===== src/rtl/pipe_hazard_intr_ctrl_if.sv =====
// pipe_hazard_intr_ctrl_if: datapath-facing signal bundle for the pipeline controller
interface pipe_hazard_intr_ctrl_if;
   logic [31:0] IFID_IR;
   logic [4:0]  IDEX_TA;
   logic        IDEX_MemRd;
   logic        Branch_s;
   logic        irq;
   logic        ie_set;
   logic        ie_clr;
   logic        Flush;
   logic        Stall;
   logic        IE;
   logic        ISR;
   logic [2:0]  LISR;
   logic        in_isr;
   modport master (
      output IFID_IR, IDEX_TA, IDEX_MemRd, Branch_s, irq, ie_set, ie_clr,
      input  Flush, Stall, IE, ISR, LISR, in_isr
   );
   modport slave (
      input  IFID_IR, IDEX_TA, IDEX_MemRd, Branch_s, irq, ie_set, ie_clr,
      output Flush, Stall, IE, ISR, LISR, in_isr
   );
endinterface


===== src/rtl/pipe_hazard_intr_ctrl.sv =====
// pipe_hazard_intr_ctrl: load-use stall, branch flush and interrupt entry/exit sequencing
module pipe_hazard_intr_ctrl #(
   parameter int         DRAIN_CYCLES = 3,
   parameter logic [5:0] RET_OPCODE   = 6'b010000
) (
   input logic clk,
   input logic rst,
   pipe_hazard_intr_ctrl_if.slave bus
);
   localparam int CW = DRAIN_CYCLES > 1 ? $clog2(DRAIN_CYCLES) : 1;
   typedef enum logic [2:0] {IDLE, DRAIN, ENTER, SERVICE, LEAVE} state_t;
   state_t state, state_n;
   logic [CW-1:0] cnt, cnt_n;
   logic [2:0] lisr, lisr_n;
   logic ie, in_isr, load_use, isr, flush, stall, ret_ok, leave_done;
   assign load_use = bus.IDEX_MemRd && bus.IDEX_TA != 5'd0 &&
                     (bus.IDEX_TA == bus.IFID_IR[25:21] || bus.IDEX_TA == bus.IFID_IR[20:16]);
   assign isr = state == ENTER;
   assign flush = bus.Branch_s | isr;
   assign stall = ~flush & (state == DRAIN | load_use);
   assign ret_ok = bus.IFID_IR[31:26] == RET_OPCODE && !stall && !flush;
   assign leave_done = state == LEAVE && lisr[2];
   assign bus.Flush = flush;
   assign bus.Stall = stall;
   assign bus.ISR = isr;
   assign bus.IE = ie;
   assign bus.LISR = lisr;
   assign bus.in_isr = in_isr;
   // state, drain counter and return token registers
   always_ff @(posedge clk or posedge rst) begin
      if (rst) begin
         state <= IDLE;
         cnt <= '0;
         lisr <= 3'b000;
      end else begin
         state <= state_n;
         cnt <= cnt_n;
         lisr <= lisr_n;
      end
   end
   // next state: branch in MEM defers entry; branch while token is in EX kills the return
   always_comb begin
      state_n = state;
      cnt_n = cnt;
      lisr_n = lisr;
      case (state)
         IDLE:
            if (bus.irq && ie && !bus.Branch_s) begin
               state_n = DRAIN;
               cnt_n = CW'(DRAIN_CYCLES - 1);
            end
         DRAIN:
            if (cnt == '0) state_n = ENTER;
            else cnt_n = cnt - CW'(1);
         ENTER: state_n = SERVICE;
         SERVICE:
            if (ret_ok) begin
               lisr_n = 3'b001;
               state_n = LEAVE;
            end
         LEAVE:
            if (lisr[0] && bus.Branch_s) begin
               lisr_n = 3'b000;
               state_n = SERVICE;
            end else if (lisr[2]) begin
               lisr_n = 3'b000;
               state_n = IDLE;
            end else lisr_n = lisr << 1;
         default: state_n = IDLE;
      endcase
   end
   // interrupt enable and in-service status; sequencer events outrank software pulses
   always_ff @(posedge clk or posedge rst) begin
      if (rst) begin
         ie <= 1'b0;
         in_isr <= 1'b0;
      end else if (isr) begin
         ie <= 1'b0;
         in_isr <= 1'b1;
      end else if (leave_done) begin
         ie <= 1'b1;
         in_isr <= 1'b0;
      end else if (bus.ie_clr) ie <= 1'b0;
      else if (bus.ie_set) ie <= 1'b1;
   end
endmodule

===== src/flat_wrapper.sv =====
// flat-port wrapper written by rule: the top's interface ports become plain ports
module pipe_hazard_intr_ctrl_flat 
#(
   parameter int         DRAIN_CYCLES = 3,
   parameter logic [5:0] RET_OPCODE   = 6'b010000
)
  (clk, rst, bus_IFID_IR, bus_IDEX_TA, bus_IDEX_MemRd, bus_Branch_s, bus_irq, bus_ie_set, bus_ie_clr, bus_Flush, bus_Stall, bus_IE, bus_ISR, bus_LISR, bus_in_isr);
  pipe_hazard_intr_ctrl_if bus_i ();
  input logic clk;
  input logic rst;
  input wire logic [$bits(bus_i.IFID_IR)-1:0] bus_IFID_IR;
  input wire logic [$bits(bus_i.IDEX_TA)-1:0] bus_IDEX_TA;
  input wire logic [$bits(bus_i.IDEX_MemRd)-1:0] bus_IDEX_MemRd;
  input wire logic [$bits(bus_i.Branch_s)-1:0] bus_Branch_s;
  input wire logic [$bits(bus_i.irq)-1:0] bus_irq;
  input wire logic [$bits(bus_i.ie_set)-1:0] bus_ie_set;
  input wire logic [$bits(bus_i.ie_clr)-1:0] bus_ie_clr;
  output wire logic [$bits(bus_i.Flush)-1:0] bus_Flush;
  output wire logic [$bits(bus_i.Stall)-1:0] bus_Stall;
  output wire logic [$bits(bus_i.IE)-1:0] bus_IE;
  output wire logic [$bits(bus_i.ISR)-1:0] bus_ISR;
  output wire logic [$bits(bus_i.LISR)-1:0] bus_LISR;
  output wire logic [$bits(bus_i.in_isr)-1:0] bus_in_isr;
  assign bus_i.IFID_IR = bus_IFID_IR;
  assign bus_i.IDEX_TA = bus_IDEX_TA;
  assign bus_i.IDEX_MemRd = bus_IDEX_MemRd;
  assign bus_i.Branch_s = bus_Branch_s;
  assign bus_i.irq = bus_irq;
  assign bus_i.ie_set = bus_ie_set;
  assign bus_i.ie_clr = bus_ie_clr;
  assign bus_Flush = bus_i.Flush;
  assign bus_Stall = bus_i.Stall;
  assign bus_IE = bus_i.IE;
  assign bus_ISR = bus_i.ISR;
  assign bus_LISR = bus_i.LISR;
  assign bus_in_isr = bus_i.in_isr;
  pipe_hazard_intr_ctrl #(.DRAIN_CYCLES(DRAIN_CYCLES), .RET_OPCODE(RET_OPCODE)) u_core (.clk(clk), .rst(rst), .bus(bus_i));
endmodule

===== config.mk =====
export PLATFORM = sky130hd
export DESIGN_NAME = pipe_hazard_intr_ctrl_flat
export DESIGN_NICKNAME = d
export VERILOG_FILES = /design/src/rtl/pipe_hazard_intr_ctrl_if.sv /design/src/rtl/pipe_hazard_intr_ctrl.sv /design/src/flat_wrapper.sv
export SDC_FILE = /design/constraint.sdc
export NUM_CORES = 1
export LEC_CHECK = 0
export CORE_MARGIN = 2
export CORE_UTILIZATION = 50
export CTS_CLUSTER_SIZE = 10
export DETAILED_ROUTE_END_ITERATION = 12
export DONT_BUFFER_PORTS = 1
export GPL_TIMING_DRIVEN = 0
export SETUP_SLACK_MARGIN = 0.3
export SLEW_MARGIN = 5
export SYNTH_ARGS = -nofsm -noshare
export SYNTH_HDL_FRONTEND = slang
export SYNTH_SLANG_ARGS = --single-unit

===== constraint.sdc =====
create_clock -name clk -period 2.2 [get_ports clk]
set_input_delay 0.22 -clock clk [delete_from_list [all_inputs] [get_ports clk]]
set_output_delay 0.22 -clock clk [all_outputs]
set_load 0.05 [all_outputs]

Word-level counts from Yosys, hierarchy flattened
Index checks and enable logic that the tools add are counted. Widths: inputs -> output; s select.

Reductions and logical operators: 22. Multiplexer cells: 19. $add $sub $neg: 1. Bitwise gates (word level): 4. Equality and inequality tests: 12.

Operator list (number): $mux 3 (8); $pmux 3 s5 (1); $eq 5x5->1 (2); $logic_and 1x1->1 (8); $eq 3x2->1 const B (2); $eq 6x5->1 const B (1); $mux 1 (6); $pmux 3 s2 (1); $reduce_bool 2->1 (3); $reduce_bool 5->1 (1); $mux 2 (2); $ne 2x1->1 const B (2); $ne 2x2->1 const B (2); $pmux 2 s2 (1); $reduce_and 4->1 (1); $reduce_bool 4->1 (1); $eq 3x1->1 const B (1); $eq 3x3->1 const B (1); $logic_not 1->1 (3); $logic_not 3->1 (1); $ne 3x2->1 const B (1); $reduce_and 3->1 (1); $logic_not 2->1 (1); $or 1x1->1 (2); other kinds (5) (5).

Flip-flop bits (word level): 10. Logic and storage cells: 63.

Depth between registers and ports, before layout
Word-level depth: 10. Depth in mapped cells: 6. Mapped depth without buffers: 6.

Worst setup path before layout
OpenSTA, ideal clock, no wires.

Path type: register to output. From: reg u_core.state[1]. To: out bus_Stall. Arrival: 2.027 ns. Setup slack: -0.047 ns. Path buffers: 0. Required time: 1.980 ns. Stages on the path, launching flop included: 5. Path through: dfrtp_1 -> nor2b_1 -> and2_4 -> or2_2 -> a21oi_1.

Word-level cells in the longest chain between the ends: 4. Elaborated cells on any way between the ends: 6. Those cells by class: 2 x eq/ne; 4 x bitwise.

Ends and longest elaborated chain: from (decl) (RTL line pipe_hazard_intr_ctrl.sv:12) `state_t state, state_n;`; from (signal assigned) (RTL line pipe_hazard_intr_ctrl.sv:36) `state <= state_n;`; $eq 3x2->1 (RTL line pipe_hazard_intr_ctrl.sv:18) `assign isr = state == ENTER;`; named net bus_ISR (RTL line flat_wrapper.sv:21) `output wire logic [$bits(bus_i.ISR)-1:0] bus_ISR;`; $or 1x1->1 (RTL line pipe_hazard_intr_ctrl.sv:19) `assign flush = bus.Branch_s | isr;`; named net bus_Flush (RTL line flat_wrapper.sv:18) `output wire logic [$bits(bus_i.Flush)-1:0] bus_Flush;`; $not 1->1 (RTL line pipe_hazard_intr_ctrl.sv:20) `assign stall = ~flush & (state == DRAIN | load_use);`; $and 1x1->1 (RTL line pipe_hazard_intr_ctrl.sv:20); to (decl) (RTL line flat_wrapper.sv:19) `output wire logic [$bits(bus_i.Stall)-1:0] bus_Stall;`.

The timed path passes the listed nets, and every way through them passes these cells.

Worst setup path after layout
Ends and elaborated chain as after synthesis.

==> reports/metrics.yaml <==
gp_congestion: 0.815
fmax_ghz: 0.534
max_slew_margin_pct: 59.4
setup_viol: 0
vias_per_cell: 6.23
diodes: 0
grtUsageTotal_pct: 17.2
ys_top_cells_by_area: "dfrtp_1 (33%), xnor2_1 (12%), a21oi_1 (5.3%)"
crit_family: "simple AND/OR/NAND/NOR gates"
cp_slowest_stage_delay_ps: 380
placed_area_um2: 781
p_int_uw: 497
multi_input_area_um2: 502
sw_frac_of_total_pct: 45.7
portBuffers: 0
area_growth_pct: 13.0
yosys-top-cells-count: "dfrtp_1 (10), xnor2_1 (10), a21oi_1 (8)"
ant_nets: 0
crit_arrival_ps: 1650
yosys_warnings: 0
hold_path_depth: 2
p_per_area_mw_per_mm2: 1080
routed_wl_um: 1510
initial_core_util_pct: 55.6
die_h_um: 42.8
final_area_um2: 848
route.vias.total: 679
numCtsBuffers: 3
combPwrFrac_pct: 45.5
cp_slowest_cell: "dfrtp_1"
dieWidth_um: 42.8
cts_tree: "yes"
vdd_drop_max_uv: 543
tightest_slew_ps: 608
die_area_mm2: 0.00183
h-tree-depth: 1
grt_max_degree: 11
cp.required_ps: 1980
cap_violations: 0
end_kind: "primary output"
r2r_cells: 5
drv_slew: 0
switchingPower_uw: 418
r2r-start: "u_core.state[1]"
syn_nets: 133
startpoint_type: "flop"
seq_power_share_pct: 36.4
leakagePower_uw: 0.000353
worstHoldEndpoint: "u_core.bus.IE"
timing.final.crit_period_ps: 1870
drt-initial-drc-count: 4
synthArstFlopShare_pct: 100
synth-edff-count: 0
synth_area_um2: 751
fill_cells: 125
synth_area_per_cell_um2: 8.53
fin_crit_sh_pct: 85.2
path_max_fanout: 4
ioPinCount: 52
clock-sinks: 10
dp_hpwl_um: 1180
clkPwrFrac_pct: 18.1
grt-ovfl-total: 0
hold_start: "bus_ie_clr"
cts_root_buf: "clkbuf_4"
fin_setup_tns_ps: 0
clk_latency_ps: 260
ys_seq_area_share_pct: 33.3
drive_gt1_share_pct: 16.0
clock_skew_ps: 4.43
grt_antenna_before_repair: 0
drc: 0
ys.flop_type: "dfrtp_1"
path_clk_slew_ps: 60
regArea_um2: 251
grt_pass1_wl_um: 2400
firstDrtPassIters: 4
rsz0062_at_grt: "true"
status: "completed"
worstPathCellList: "nor2b_4 > and2_4 > or2_4 > a21oi_4"
syn_inst: 88
post_synth_num_cell_types: 32
yosys_register_bits: 10
worstSetupPathType: "flop to primary output"
fp-row-count: 13
synth_top_area_cell: "dfrtp_1"
r2r_slack_ps: 440
first_global_vias: 633
finalNetCount: 140
hold_violations: 0
wire_per_inst_um: 13.9
worst-path-buf-inv: 0
clockBufferDepth: 2
core_area_mm2: 0.00135
r2r_end: "u_core.state[2]"
synth_top_area_share_pct: 33.3
hold_path.class: "input port to flop"
-- cell families (layout without fill, tap and decap cells) --
group,after synthesis,in the layout,share of synthesized area [%]
and+or+nand+nor,34,34,25.8
AOI/OAI and AO/OA,26,26,23.2
xor gates and xnor gates,10,10,11.7
DFF,10,10,33.3
buffers and inverters,6,12,3.00
adders and majority gates,1,1,1.67
muxes,1,1,1.33
-- placed cells by master (no fill, tap or decap), types with 2 or more instances in the layout --
master and count:
clkbuf_4 3, o21ai_1 2, nand3_1 5, dfrtp_1 9
nand2_1 7, inv_1 5, nor2_1 6, a31oi_1 2
a22oi_1 2, o21ai_0 4, or4_1 2, nand3b_1 2
or2_1 2, a21o_1 2, a21oi_1 7, xnor2_1 10
-- per-stage QoR --
| stage | setup WS, ps | instances | utilization (%) | total power (uW) | hold slack [ps] |
|---|---|---|---|---|---|
| floorplan | 398 | 88 | - | 670 | 60.2 |
| finish | 326 | 109 | 62.8 | 915 | 166 |
| CTS | 308 | 109 | 62.7 | 914 | 167 |
| global route | 277 | 109 | 62.8 | 974 | 208 |
| global placement | 309 | 103 | 57.8 | 722 | 106 |
| detailed placement | 310 | 103 | 57.8 | 730 | 106 |
-- repair_timing --
action | 4_1_cts | 5_1_grt
cloned | 0 | 0
setup endpoints to repair | 5 | 1
pin swaps | 2 | 1
buffers inserted | 1 | 0
hold buffers | 1 | 0
hold endpoints to repair | 10 | 0
resized for setup | 4 | 1
-- sequential cells by signal (all words and copies together), names as in the netlist --
| signal | cells |
|---|---|
| u_core.state | 3 |
| u_core.cnt | 2 |
| u_core.bus.IE | 1 |
| u_core.bus.in_isr | 1 |
| u_core.bus.LISR | 3 |
-- power groups by stage --
stage,Clock [uW],Sequential (uW),Combinational [uW]
6_report,165,333,416
4_1_cts,167,333,414
2_1_floorplan,0,333,337
3_5_place_dp,0,343,387
3_3_place_gp,0,341,381
5_1_grt,172,341,461
-- final cells by class --
type | instances | share of cell area [%]
flip-flops and latches | 10 | 29.6
plain buffers | 1 | 0.442
repair buffers | 2 | 2.06
inverters | 5 | 2.21
clock buffers | 4 | 4.28
well taps | 15 | 2.21
multi-input cells | 72 | 59.1
-- how the worst max path moves through the flow --
| stage | start | to | slack (ps) | cells past startpoint |
|---|---|---|---|---|
| floorplan | u_core.state[1] | bus_Stall | 400 | 4 |
| global placement | u_core.state[1] | u_core.bus.LISR[1] | 310 | 5 |
| detailed placement | u_core.state[1] | u_core.bus.LISR[2] | 310 | 5 |
| CTS | u_core.state[1] | bus_Stall | 310 | 4 |
| global route | u_core.state[0] | bus_Stall | 280 | 4 |
| finish | u_core.state[1] | bus_Stall | 330 | 4 |
-- per-layer routing --
layer | routed length [um] | global-route usage (%) | share of wire (%) | up-vias
met3 | 117 | 2.55 | 7.7 | 4
li1 | - | - | - | 322
met1 | 627 | 19.5 | 42 | 317
met2 | 729 | 29.4 | 48 | 36
met4 | 36 | 11.3 | 2.4 | 0
met5 | 0 | 0 | 0 | -
No activity file was read; power rests on OpenSTA's default activity.
